**src/rtl/gated_nn_pkg.sv**
```systemverilog
// Shared encodings and constant helpers for the gated conv-datapath blocks.
package gated_nn_pkg;

    typedef enum logic {
        MODE_PASS = 1'b0,
        MODE_ACC  = 1'b1
    } mode_e;

    typedef enum logic {
        IDLE  = 1'b0,
        ACCUM = 1'b1
    } state_e;

    function automatic int clog2(input int value);
        int r;
        r = 0;
        while ((1 << r) < value) r++;
        return r;
    endfunction

endpackage

```
**src/rtl/adder_level_gated.sv**
```systemverilog
// One registered adder-tree level: sign-extends and sums adjacent operand pairs,
// with clock-enable, synchronous clear of the valid bit and a mode pass-through.
module adder_level_gated #(
    parameter int PAIRS = 4,
    parameter int W     = 14
) (
    input  logic                     clk,
    input  logic                     rst_n,
    input  logic                     en,
    input  logic                     clear,
    input  logic                     in_valid,
    input  logic                     in_mode,
    input  logic [2*PAIRS*W-1:0]     in_data,
    output logic                     out_valid,
    output logic                     out_mode,
    output logic [PAIRS*(W+1)-1:0]   out_data
);

    function automatic logic [W:0] sext(input logic [W-1:0] x);
        return {x[W-1], x};
    endfunction

    // NOTE: state registers use non-blocking assignments so every level samples
    // the previous level's value from before the edge, not the freshly updated one.
    always_ff @(posedge clk or negedge rst_n) begin
        if (!rst_n) begin
            out_valid <= 1'b0;
            out_mode  <= 1'b0;
            out_data  <= '0;
        end else if (clear) begin
            out_valid <= 1'b0;
        end else if (en) begin
            out_valid <= in_valid;
            if (in_valid) begin
                out_mode <= in_mode;
                // Sum registers only toggle on real data, bubbles leave them quiet.
                for (int p = 0; p < PAIRS; p++) begin
                    out_data[p*(W+1) +: W+1] <= sext(in_data[2*p*W +: W])
                                              + sext(in_data[(2*p+1)*W +: W]);
                end
            end
        end
    end

endmodule

```
**src/rtl/gated_adder_tree_acc.sv**
```systemverilog
// Gated NUM_IN-operand signed adder tree with optional ACC_LEN-sum accumulation
// and a global stall, feeding the activation/pooling stage.
module gated_adder_tree_acc
    import gated_nn_pkg::*;
#(
    parameter  int NUM_IN  = 8,
    parameter  int IN_W    = 14,
    parameter  int ACC_LEN = 4,
    localparam int L       = clog2(NUM_IN),
    localparam int TREE_W  = IN_W + L,
    localparam int OUT_W   = TREE_W + clog2(ACC_LEN)
) (
    input  logic                     clk,
    input  logic                     rst_n,
    input  logic                     enable,
    input  logic                     clear,
    input  logic                     in_valid,
    input  logic                     mode,
    input  logic [NUM_IN-1:0]        lane_en,
    input  logic [NUM_IN*IN_W-1:0]   in_data,
    output logic signed [OUT_W-1:0]  out_data,
    output logic                     out_valid,
    output logic                     done,
    output logic                     busy
);

    localparam int CNT_W = (clog2(ACC_LEN) > 0) ? clog2(ACC_LEN) : 1;
    localparam logic [CNT_W-1:0] CNT_LAST = CNT_W'(ACC_LEN - 1);

    logic [IN_W-1:0]          op_q [NUM_IN];
    logic [NUM_IN-1:0]        lane_q;
    logic                     v0_q, m0_q;
    logic [NUM_IN*IN_W-1:0]   lvl0_bus;
    logic [L-1:0]             lvl_vld;
    logic signed [TREE_W-1:0] tree_sum;
    logic                     tree_vld, tree_mode;

    // Gated lanes keep their old operand; the mask stops it reaching the adders.
    always_ff @(posedge clk or negedge rst_n) begin
        if (!rst_n) begin
            v0_q   <= 1'b0;
            m0_q   <= 1'b0;
            lane_q <= '0;
            for (int i = 0; i < NUM_IN; i++) op_q[i] <= '0;
        end else if (clear) begin
            v0_q <= 1'b0;
        end else if (enable) begin
            v0_q <= in_valid;
            if (in_valid) begin
                m0_q   <= mode;
                lane_q <= lane_en;
                for (int i = 0; i < NUM_IN; i++)
                    if (lane_en[i]) op_q[i] <= in_data[i*IN_W +: IN_W];
            end
        end
    end

    always_comb begin
        lvl0_bus = '0;
        for (int i = 0; i < NUM_IN; i++)
            lvl0_bus[i*IN_W +: IN_W] = op_q[i] & {IN_W{lane_q[i]}};
    end

    for (genvar k = 0; k < L; k++) begin : g_lvl
        localparam int W     = IN_W + k;
        localparam int PAIRS = NUM_IN >> (k + 1);
        logic [2*PAIRS*W-1:0]   din;
        logic [PAIRS*(W+1)-1:0] sum;
        logic                   vin, min, vld, md;

        if (k == 0) begin : g_first
            assign din = lvl0_bus;
            assign vin = v0_q;
            assign min = m0_q;
        end else begin : g_next
            assign din = g_lvl[k-1].sum;
            assign vin = g_lvl[k-1].vld;
            assign min = g_lvl[k-1].md;
        end

        adder_level_gated #(.PAIRS(PAIRS), .W(W)) u_level (
            .clk(clk), .rst_n(rst_n), .en(enable), .clear(clear),
            .in_valid(vin), .in_mode(min), .in_data(din),
            .out_valid(vld), .out_mode(md), .out_data(sum)
        );

        assign lvl_vld[k] = vld;
        if (k == L - 1) begin : g_last
            assign tree_sum  = sum;
            assign tree_vld  = vld;
            assign tree_mode = md;
        end
    end

    state_e                  state_q, state_d;
    logic [CNT_W-1:0]        cnt_q, cnt_d;
    logic signed [OUT_W-1:0] acc_q, acc_d, res_d, sum_ext;
    logic                    ov_q, fire;

    assign sum_ext = OUT_W'(tree_sum);

    // NOTE: every signal written here gets a default first, so no path leaves
    // a value unassigned and no latch is inferred.
    always_comb begin
        state_d = state_q;
        cnt_d   = cnt_q;
        acc_d   = acc_q;
        res_d   = out_data;
        fire    = 1'b0;
        if (tree_vld) begin
            if (mode_e'(tree_mode) == MODE_PASS || ACC_LEN == 1) begin
                res_d   = sum_ext;
                fire    = 1'b1;
                cnt_d   = '0;
                state_d = IDLE;
            end else if (state_q == IDLE) begin
                acc_d   = sum_ext;
                cnt_d   = CNT_W'(1);
                state_d = ACCUM;
            end else if (cnt_q == CNT_LAST) begin
                res_d   = acc_q + sum_ext;
                fire    = 1'b1;
                cnt_d   = '0;
                state_d = IDLE;
            end else begin
                acc_d = acc_q + sum_ext;
                cnt_d = cnt_q + CNT_W'(1);
            end
        end
    end

    always_ff @(posedge clk or negedge rst_n) begin
        if (!rst_n) begin
            state_q  <= IDLE;
            cnt_q    <= '0;
            acc_q    <= '0;
            ov_q     <= 1'b0;
            out_data <= '0;
        end else if (clear) begin
            state_q <= IDLE;
            cnt_q   <= '0;
            acc_q   <= '0;
            ov_q    <= 1'b0;
        end else if (enable) begin
            state_q  <= state_d;
            cnt_q    <= cnt_d;
            acc_q    <= acc_d;
            ov_q     <= fire;
            out_data <= res_d;
        end
    end

    // A result held across a stall is shown once, in the first enabled cycle.
    assign out_valid = ov_q & enable & ~clear;
    assign done      = out_valid;
    assign busy      = v0_q | (|lvl_vld) | (state_q == ACCUM);

endmodule

```
**config.mk**
```make
export PLATFORM = sky130hd
export DESIGN_NAME = gated_adder_tree_acc
export DESIGN_NICKNAME = d
export VERILOG_FILES = /design/src/rtl/gated_nn_pkg.sv /design/src/rtl/adder_level_gated.sv /design/src/rtl/gated_adder_tree_acc.sv
export SDC_FILE = /design/constraint.sdc
export NUM_CORES = 1
export LEC_CHECK = 0
export BUFFER_PORTS_ARGS = -buffer_cell sky130_fd_sc_hd__buf_2
export CORE_UTILIZATION = 45
export DETAILED_ROUTE_END_ITERATION = 8
export GPL_TIMING_DRIVEN = 0
export PLACE_DENSITY_LB_ADDON = 0.1
export SLEW_MARGIN = 20
export SYNTH_ARGS = -nofsm -noshare
export SYNTH_HDL_FRONTEND = slang
export SYNTH_SLANG_ARGS = --single-unit
```
**constraint.sdc**
```tcl
create_clock -name clk -period 2.6 [get_ports clk]
set_input_delay 0.39 -clock clk [delete_from_list [all_inputs] [get_ports clk]]
set_output_delay 0.39 -clock clk [all_outputs]
set_load 0.01 [all_outputs]
```
==> flow_summary.ini, run 1 <==
[setup_path]
critPathLaunchType = flop
rr_endpoint = acc_q[18]
critPathSlowestCell = dfrtp_2
arrival_ns = 3.08
rrSetupSlack_ns = -0.008
cp-end-kind = flop
required_ns = 3.07
cp_cell_sequence = ha_4, fa_2, a211oi_4, o21bai_2, a31oi_4, o21ai_4, mux2i_4, or4_1, nand3_1
critPathMaxFanout = 4
cp_top_family = compound AO/OA/AOI/OAI gates
path_class = flop to flop
r2r_cells = 9
crit_buf_inv = 0
r2r_start = g_lvl[2].u_level.out_data[0]
cpPeakStageDelay_ns = 0.43

[global_routing]
grt_max_degree = 87
antenna_found_initial = 0
grt_pass1_wl_um = 62900
grtUsageTotal_pct = 21.6
grt_pass1_vias = 12300
grt_overflow_total = 0

[pwr]
powerDensity_nw_per_um2 = 770
power_switching_mw = 4.86
p_leak_nw = 9.27
finalPower_mw = 15.1
vdd_drop_max_v = 0.000547
seqPwrFrac_pct = 38.8
internal_power_mw = 10.3
combPwrFrac_pct = 29.4
clkPwrFrac_pct = 31.7
swShare_pct = 32.1

[clock_tree]
numCtsBuffers = 36
clock_latency_ns = 0.54
clockBufferDepth = 3
h-tree-depth = 2
clk_pin_slew_ns = 0.06
cts.sinks = 279
cts_tree = done
root_buffer = clkbuf_16

[routing]
vias_per_cell = 5.36
initialDrtViolationCount = 618
firstDrtPassIters = 7
wl_per_cell_um = 16.9
vias = 12500
ant_nets = 0
drc = 16
wirelength_um = 39300

[sta]
hold_viol_final = 0
fin_ws_ns = -0.00833
slew_headroom_pct = 36.9
finClkSkew_ns = 0.0169
setup_viol_count_final = 3
report.final.slew_viol_count = 0
timing.fmax_mhz = 383
worst_pin_slew_ns = 0.947
finalCriticalPeriod_ns = 2.61
worst_hold_slack_ns = 0.0724
fin_tns_setup_ns = -0.0197
fin_crit_sh_pct = 100
rsz0062_at_grt = true

[floorplanning]
die_w_um = 193
die_y_um = 193
io_pins = 148
dieArea_um2 = 37100
core_um2 = 35700
row_count = 69
start_util_pct = 45.8

[synthesis]
synth-async-reset-ratio_pct = 100
synth.distinct_cells = 71
synth-seq-area-share_pct = 42.7
ys.flop_type = dfrtp_1
syn_inst = 1623
synth_edf_count = 0
ys_ff_latch = 279
yosysWarnings = 0
synth_nets = 1878
syn-cell-area_um2 = 16300
avgSynthCellArea_um2 = 10.1

[final_layout]
mostFrequentLayoutCells = dfrtp_1, nand2_1, buf_2
post-route-util_pct = 55.1
mostFrequentLayoutCell = dfrtp_1
final_design_area_no_fill_um2 = 19600
antenna_cells = 0
drive_gt1_share_pct = 24.9
fin_cells = 2329
fin_nets = 2099
syn2layout_area_growth_pct = 20.2

[hold_path]
hold_depth = 3
holdPathEnd = g_lvl[0].min
hold_path_startpoint = mode
hold_path_class = input port to flop

[placement]
hpwl_um = 29200
dpl_worst_slack_ns = -0.676
port_buffers = 146
dp.cells = 2233
routabilityCongestion = 0.876
dpl-instance-area_um2 = 17700

[status]
status = finished, violations left
violations = DRC, setup timing

[job]
max_cap_violations = 0
worst reg2reg max path, delay by kind of cell (launching register included):
kind	cells	cell delay [ns]
flip-flops	1	0.43
multiplexers	1	0.22
AND/OR/NAND/NOR	2	0.49
AO/OA/AOI/OAI	4	0.79
adder cells (fa/ha/maj)	2	0.62
how the worst max path moves through the flow:
stage | start | end | cells after the start
floorplan | lane_q[6] | g_lvl[0].u_level.out_data[55] | 11
global placement | rst_n | op_q[36] | 1
detailed placement | enable | g_lvl[0].u_level.out_data[13] | 9
CTS | lane_q[6] | g_lvl[0].u_level.out_data[55] | 11
global route | g_lvl[2].u_level.out_data[0] | acc_q[18] | 9
finish | g_lvl[2].u_level.out_data[0] | acc_q[18] | 9
cell usage after synthesis (all sizes together), types with 5 or more instances:
cell type / count / area share [%]
mux2i: 29 / 1.8
a21oi: 74 / 2.3
and3: 5 / 0.19
inv: 34 / 0.78
nor2b: 8 / 0.31
buf: 15 / 0.44
and2: 129 / 4.9
clkbuf: 41 / 0.94
nand2: 217 / 5.0
xnor2: 56 / 3.0
nor2: 41 / 0.94
a31oi: 14 / 0.54
ha: 121 / 9.3
a21boi: 6 / 0.28
o21a: 16 / 0.74
dfrtp: 279 / 43
o21ai: 155 / 4.7
nand4: 5 / 0.19
nor4: 8 / 0.31
o21bai: 15 / 0.71
nand2b: 18 / 0.69
o31ai: 12 / 0.55
xor2: 34 / 1.8
a211oi: 14 / 0.64
a311oi: 6 / 0.43
nand3: 20 / 0.64
a21o: 37 / 1.7
nor3b: 11 / 0.51
nor3: 14 / 0.43
fa: 8 / 0.98
mux2: 124 / 8.6
power by group through the flow:
stage	clock network [mW]	registers [mW]	logic (mW)
after CTS	4.94	5.88	4.30
after global placement	0	5.93	4.10
after floorplan	0	5.67	3.16
final	4.80	5.87	4.45
after detailed placement	0	5.95	4.18
after global routing	5.12	5.99	5.00
cells by family after synthesis:
group,Yosys count,share of synthesized area [%]
compound gates,388,14.8
simple gates,493,14.9
mux,153,10.3
xor+xnor,90,4.83
flops,279,42.7
buf+inv,91,2.19
fa+ha+maj,129,10.2
per-layer routing:
| layer | up-vias | share of wire (%) | global-route usage (%) |
|---|---|---|---|
| met2 | 215 | 46 | 34.7 |
| met5 | - | 0 | 0 |
| li1 | 6196 | - | - |
| met1 | 6014 | 48 | 29.8 |
| met3 | 47 | 3.7 | 3.09 |
| met4 | 0 | 2.0 | 6.94 |
state kept, by name, indices dropped and copies added (netlist names), 2 cells and up:
signal and count:
g_lvl.u_level.out_mode 3, cnt_q 2, op_q 112, acc_q 19
out_data 19, g_lvl.u_level.out_data 109, g_lvl.u_level.out_valid 3, lane_q 8
cell type report:
class	instances	area [um2]
flip-flops and latches	279	6990
inverters	35	131
clock buffers	50	1010
clock inverters	12	116
well taps	461	577
fillers	3255	16000
multi-input cells	1253	9450
repair buffers	184	1090
plain buffers	55	272
what timing repair did:
item | in CTS | in global routing
pin swaps | 15 | 32
hold buffers | 1 | 0
hold endpoints to repair | 43 | 0
endpoints found under the setup margin | 40 | 38
gates resized for setup | 40 | 88
buffers inserted | 12 | 22
gates cloned | 0 | 0
Power figures use the tool's default switching activity.
==> run 2: changes to the inputs <==
--- a/config.mk
+++ b/config.mk
@@ -7,9 +7,11 @@
 export LEC_CHECK = 0
 export BUFFER_PORTS_ARGS = -buffer_cell sky130_fd_sc_hd__buf_2
 export CORE_UTILIZATION = 45
+export CTS_BUF_LIST = sky130_fd_sc_hd__clkbuf_4
 export DETAILED_ROUTE_END_ITERATION = 8
 export GPL_TIMING_DRIVEN = 0
 export PLACE_DENSITY_LB_ADDON = 0.1
+export SKIP_LAST_GASP = 1
 export SLEW_MARGIN = 20
 export SYNTH_ARGS = -nofsm -noshare
 export SYNTH_HDL_FRONTEND = slang
==> constraint.sdc (replaced) <==
create_clock -name clk -period 2.58 [get_ports clk]
set_input_delay 0.387 -clock clk [delete_from_list [all_inputs] [get_ports clk]]
set_output_delay 0.387 -clock clk [all_outputs]
set_load 0.01 [all_outputs]
==> run 2 against run 1 <==
Clock-buffer cell count up 58. Worst setup slack improved by 0.014 ns. Critical endpoint is now out_data[8]. Clock power decreased by 14%. Critical path depth up 2. Global-route usage rose by 0.86 points. Clock skew grew 0.036 ns. Maximum frequency rose by 1.3%. Power shrank 3.0%. Combinational power rose by 3%. Routed wire length grew 3.5%. Die area is the same. The run ends with DRC left.
==> flow_summary.ini, run 2 (synthesis results as in run 1) <==
[placement]
port_buffers = 146
routabilityCongestion = 0.876
hpwl_um = 29200
dp.cells = 2233

[global_routing]
grt_use_met2_pct = 36.5
grt_overflow_total = 0
use_met3_pct = 4.58
grt_busiest_layer = met2
antenna_found_initial = 2
grt_use_met1_pct = 29.8
grt_pass1_vias = 13200
grt_max_degree = 87
grt_pass1_wl_um = 65600
grtUsageTotal_pct = 22.4

[pwr]
internal_power_mw = 9.74
combPwrFrac_pct = 31.4
power_switching_mw = 4.93
powerDensity_nw_per_um2 = 709
swShare_pct = 33.6
p_leak_nw = 9.76
clkPwrFrac_pct = 28.2
vdd_drop_max_v = 0.000441
seqPwrFrac_pct = 40.4

[final_layout]
mostFrequentLayoutCell = dfrtp_1
post-route-util_pct = 58.0
drive_gt1_share_pct = 25.9
largest_register_ffs = 112
mostFrequentLayoutCells = dfrtp_1, nand2_1, buf_2
syn2layout_area_growth_pct = 26.7
fin_cells = 2518
largest-register = op_q
fin_nets = 2259
top_regs = op_q x112, g_lvl.u_level.out_data x109
multiInputGateArea_um2 = 9500
ff_latch_area_um2 = 6990
fillers = 3176

[floorplanning]
row_count = 69
start_util_pct = 45.8
core_um2 = 35700
die_w_um = 193
io_pins = 148
dieArea_um2 = 37100
die_y_um = 193

[setup_path]
critPathMaxFanout = 3
required_ns = 3.19
critPathLaunchType = flop
r2r_start = g_lvl[2].u_level.out_data[0]
crit_end = out_data[8]
rr_endpoint = out_data[8]
timing.critical_path.from = g_lvl[2].u_level.out_data[0]
path_class = flop to flop
arrival_ns = 3.18
r2r_cells = 11
rrSetupSlack_ns = 0.006
cp-end-kind = flop

[clock_tree]
clock_latency_ns = 0.76
cts_tree = done
root_buffer = clkbuf_4
clockBufferDepth = 3
numCtsBuffers = 82
clk_pin_slew_ns = 0.06
cts.sinks = 279
h-tree-depth = 3

[routing]
ant_nets = 0
initialDrtViolationCount = 582
wl_per_cell_um = 16.1
vias_per_cell = 5.25
vias = 13200
firstDrtPassIters = 7
drc = 16
wirelength_um = 40600

[job]
max_cap_violations = 0

[sta]
worst_hold_slack_ns = 0.130
worst_pin_slew_ns = 0.949
finalCriticalPeriod_ns = 2.57
setup_viol_count_final = 0
finClkSkew_ns = 0.0532
slew_headroom_pct = 36.8
report.final.slew_viol_count = 0
fin_crit_sh_pct = 99.8
rsz0062_at_grt = true
hold_viol_final = 0
timing.fmax_mhz = 388

[status]
status = finished, violations left
violations = DRC

[hold_path]
hold_path_class = input port to async pin
==> run 2: cell types whose count changed in the layout (fill, tap and decap cells not counted), sizes merged, moves of 2 or more <==
| cell | previous run | this run |
|---|---|---|
| dlygate4sd3 | 1 | 117 |
| clkbuf | 83 | 141 |
| clkinv | 9 | 23 |
| buf | 205 | 203 |
| diode | 0 | 2 |
==> run 2: routing by layer <==
metal  up-vias  wire, um
li1       6565         -
met1      6308     19000
met2       265     19300
met3        80      1530
met4         0       889
met5         -         0
==> run 2: power by group through the flow <==
stage	combinational [mW]	sequential, mW	clock (mW)
floorplan	3.18	5.71	0
global placement	4.14	5.97	0
detailed placement	4.21	6.00	0
CTS	4.45	5.92	4.31
global route	5.16	6.04	4.54
finish	4.60	5.92	4.14
==> run 2: how the worst min path moves through the flow <==
stage / endpoint
4_1_cts: cnt_q[0]
3_5_place_dp: acc_q[10]
2_1_floorplan: acc_q[0]
6_report: acc_q[9]
3_3_place_gp: ov_q
5_1_grt: acc_q[9]
==> run 2: area by class of cell <==
cell class | instances | area share, %
Clock inverter | 27 | 0.883
Timing Repair Buffer | 299 | 10.8
Antenna cell | 2 | 0.0242
Multi-Input combinational cell | 1253 | 45.9
Sequential cell | 279 | 33.8
Tap cell | 461 | 2.79
Clock buffer | 108 | 3.92
Inverter | 35 | 0.635
Buffer | 54 | 1.26
==> run 2: timing repair <==
item	4_1_cts	5_1_grt
gates cloned	0	0
hold buffers	117	0
pin swaps	15	38
hold endpoints to repair	310	0
gates resized for setup	41	90
setup buffers	12	21
endpoints found under the setup margin	44	39
==> run 2: critical path, cell delays in order, from the launching register on <==
cell and delay (ns):
dfrtp_1 0.42, ha_4 0.19, fa_2 0.43, a211oi_4 0.32, o21bai_4 0.10, a31oi_4 0.25, buf_4 0.15, buf_4 0.10
xor2_1 0.18, nand2_1 0.07, o21ai_0 0.14, o21ai_0 0.11
==> run 2: stage by stage <==
stage	area (um2)	TNS, ns	total power [mW]	setup slack (ns)
finish	20700	0	14.7	0.00584
global route	20700	-0.575	15.7	-0.104
CTS	20100	-0.00339	14.7	-0.00339
detailed placement	17700	-39.99	10.2	-0.693
global placement	17700	-1209.02	10.1	-4.24
floorplan	16300	-0.0265	8.90	-0.0265
==> run 3: changes to the inputs <==
--- a/config.mk
+++ b/config.mk
@@ -5,6 +5,7 @@
 export SDC_FILE = /design/constraint.sdc
 export NUM_CORES = 1
 export LEC_CHECK = 0
+export ABC_AREA = 1
 export BUFFER_PORTS_ARGS = -buffer_cell sky130_fd_sc_hd__buf_2
 export CORE_UTILIZATION = 45
 export CTS_BUF_LIST = sky130_fd_sc_hd__clkbuf_4
==> run 3 against run 2 <==
The run now ends clean. Sequential cell count unchanged. Non-clock buffer count increased by 10. Register-to-register slack improved by 0.19 ns. Power increased by 11%. Via count increased by 18%. Combinational power increased by 32%. Cell count increased by 24%. Design area increased by 5.9%. Worst hold slack got worse by 0.043 ns. Global-route usage increased by 1.9 points. Maximum frequency increased by 6.7%. Sequential share of layout area decreased by 1.9 points.
==> flow_summary.ini, run 3 <==
[status]
status = completed

[global_routing]
grt_max_degree = 100
grt_pass1_vias = 16000
grt_overflow_total = 0
grt_use_met2_pct = 41.2
use_met3_pct = 3.66
antenna_found_initial = 1
grtUsageTotal_pct = 24.3
grt_busiest_layer = met2
grt_use_met1_pct = 30.8
grt_pass1_wl_um = 79400

[synthesis]
synth-async-reset-ratio_pct = 100
syn-cell-area_um2 = 17800
yosysMostFrequentCell = nand2_1
ys_ff_latch = 279
synthTopCellsByCount = nand2_1, dfrtp_1, inv_1
synth_nets = 2418
synth_edf_count = 0
synth.distinct_cells = 40
yosysWarnings = 0
avgSynthCellArea_um2 = 8.25
synth.top_cell.area_share_pct = 39.1
ys.flop_type = dfrtp_1
synth_top_cell_by_area = dfrtp_1
synth.area.top_cells = dfrtp_1, nand2_1, ha_1
syn_inst = 2163
synth-seq-area-share_pct = 39.1

[floorplanning]
start_util_pct = 45.9
row_count = 72
io_pins = 148
die_w_um = 201
core_um2 = 38900
die_y_um = 201
dieArea_um2 = 40500

[placement]
hpwl_um = 35700
dpl-instance-area_um2 = 19300
port_buffers = 147
routabilityCongestion = 0.929
dpl_worst_slack_ns = 0.0847

[sta]
finClkSkew_ns = 0.0464
fin_tns_setup_ns = 0
finalCriticalPeriod_ns = 2.41
fin_ws_ns = 0.167
worst_pin_slew_ns = 0.712
hold_viol_final = 0
report.final.slew_viol_count = 0
setup_viol_count_final = 0
slew_headroom_pct = 52.6
fin_crit_sh_pct = 93.5
timing.fmax_mhz = 414
rsz0062_at_grt = false

[clock_tree]
clk_pin_slew_ns = 0.06
clockBufferDepth = 3
cts_tree = done
h-tree-depth = 3
clock_latency_ns = 0.77
numCtsBuffers = 82
root_buffer = clkbuf_4
cts.sinks = 279

[pwr]
vdd_drop_max_v = 0.000365
powerDensity_nw_per_um2 = 740
p_leak_nw = 12.1

[routing]
vias_per_cell = 5.00
ant_nets = 0
initialDrtViolationCount = 791
wl_per_cell_um = 15.2
firstDrtPassIters = 7
drc = 0
wirelength_um = 47500
vias = 15700

[setup_path]
critPathMaxFanout = 13
r2r_cells = 10
rr_endpoint = g_lvl[0].u_level.out_data[38]
cpPeakStageDelay_ns = 0.35
arrival_ns = 2.03
r2r_start = lane_q[4]
rrSetupSlack_ns = 0.20
cp_cell_sequence = buf_2, clkinvlp_4, nand3_1, buf_2
path_class = flop to primary output
crit_path_frequent_cell = buf_2
critPathSlowestCell = dfrtp_1
timing.critical_path.from = state_q
cp-end-kind = primary output
required_ns = 2.19
critPathLaunchType = flop

[hold_path]
hold_depth = 4
hold_path_class = input port to flop
holdPathEnd = lane_q[0]
hold_path_startpoint = lane_en[0]

[final_layout]
mostFrequentLayoutCells = nand2_1, dfrtp_1, inv_1
largest-register = op_q
ff_latch_area_um2 = 6980
syn2layout_area_growth_pct = 22.8
multiInputGateArea_um2 = 9620
mostFrequentLayoutCell = nand2_1
fin_nets = 2814
drive_gt1_share_pct = 16.9
final_design_area_no_fill_um2 = 21900
fillers = 3725
largest_register_ffs = 112
top_regs = op_q x112, g_lvl.u_level.out_data x109

[job]
max_cap_violations = 0
==> run 3: per-layer routing <==
layer	vias to the layer above	wire, um
met2	315	22600
met5	-	0
met1	7256	21600
met3	84	1820
met4	0	1510
li1	8000	-
==> run 3: critical path, delay by kind of cell (launching register included) <==
family	cells	cell delay, ns
AND/OR/NAND/NOR	1	0.21
flip-flops	1	0.35
buffers and inverters	3	0.73
==> run 3: cell families after synthesis <==
group | count (synthesis) | share of synthesized area (%)
xor+xnor | 51 | 2.50
buf+inv | 286 | 6.96
mux | 112 | 8.58
simple gates | 960 | 22.9
flops | 279 | 39.1
fa+ha+maj | 129 | 9.38
compound gates | 346 | 10.6
==> run 3: through the flow <==
step	power, mW	hold WS, ns	instances	util, %
6_report	16.2	0.0870	3133	56.3
5_1_grt	17.6	0.0600	3133	56.3
4_1_cts	16.4	0.000850	3133	56.3
3_5_place_dp	12.0	0.285	2831	49.7
3_3_place_gp	11.9	0.461	2828	49.4
2_1_floorplan	10.3	0.0914	2163	-
==> run 3: how the worst max path moves through the flow <==
stage                                    endpoint
finish                                       busy
global route                                 busy
CTS                                          busy
detailed placement  g_lvl[0].u_level.out_data[51]
global placement                         op_q[20]
floorplan           g_lvl[0].u_level.out_data[40]
==> run 3: cell type report <==
cell class | count | share of cell area [%]
multi-input cells | 1598 | 43.9
flip-flops and latches | 279 | 31.9
repair buffers | 315 | 11.3
inverters | 235 | 4.10
clock buffers | 110 | 3.77
well taps | 518 | 2.96
plain buffers | 48 | 1.55
clock inverters | 28 | 0.519
diodes | 2 | 0.0228
==> run 3: repair_timing <==
item                       CTS  global route
setup endpoints to repair    1            13
pin swaps                    0             1
hold endpoints to repair   327             0
gates resized for setup      0             8
hold buffers               165             0
setup buffers                0             0
==> run 3: power by group <==
part           internal [mW]  switching, mW
registers               5.41          0.807
clock network           1.97           1.96
logic                   2.70           3.38
total                   10.1           6.15
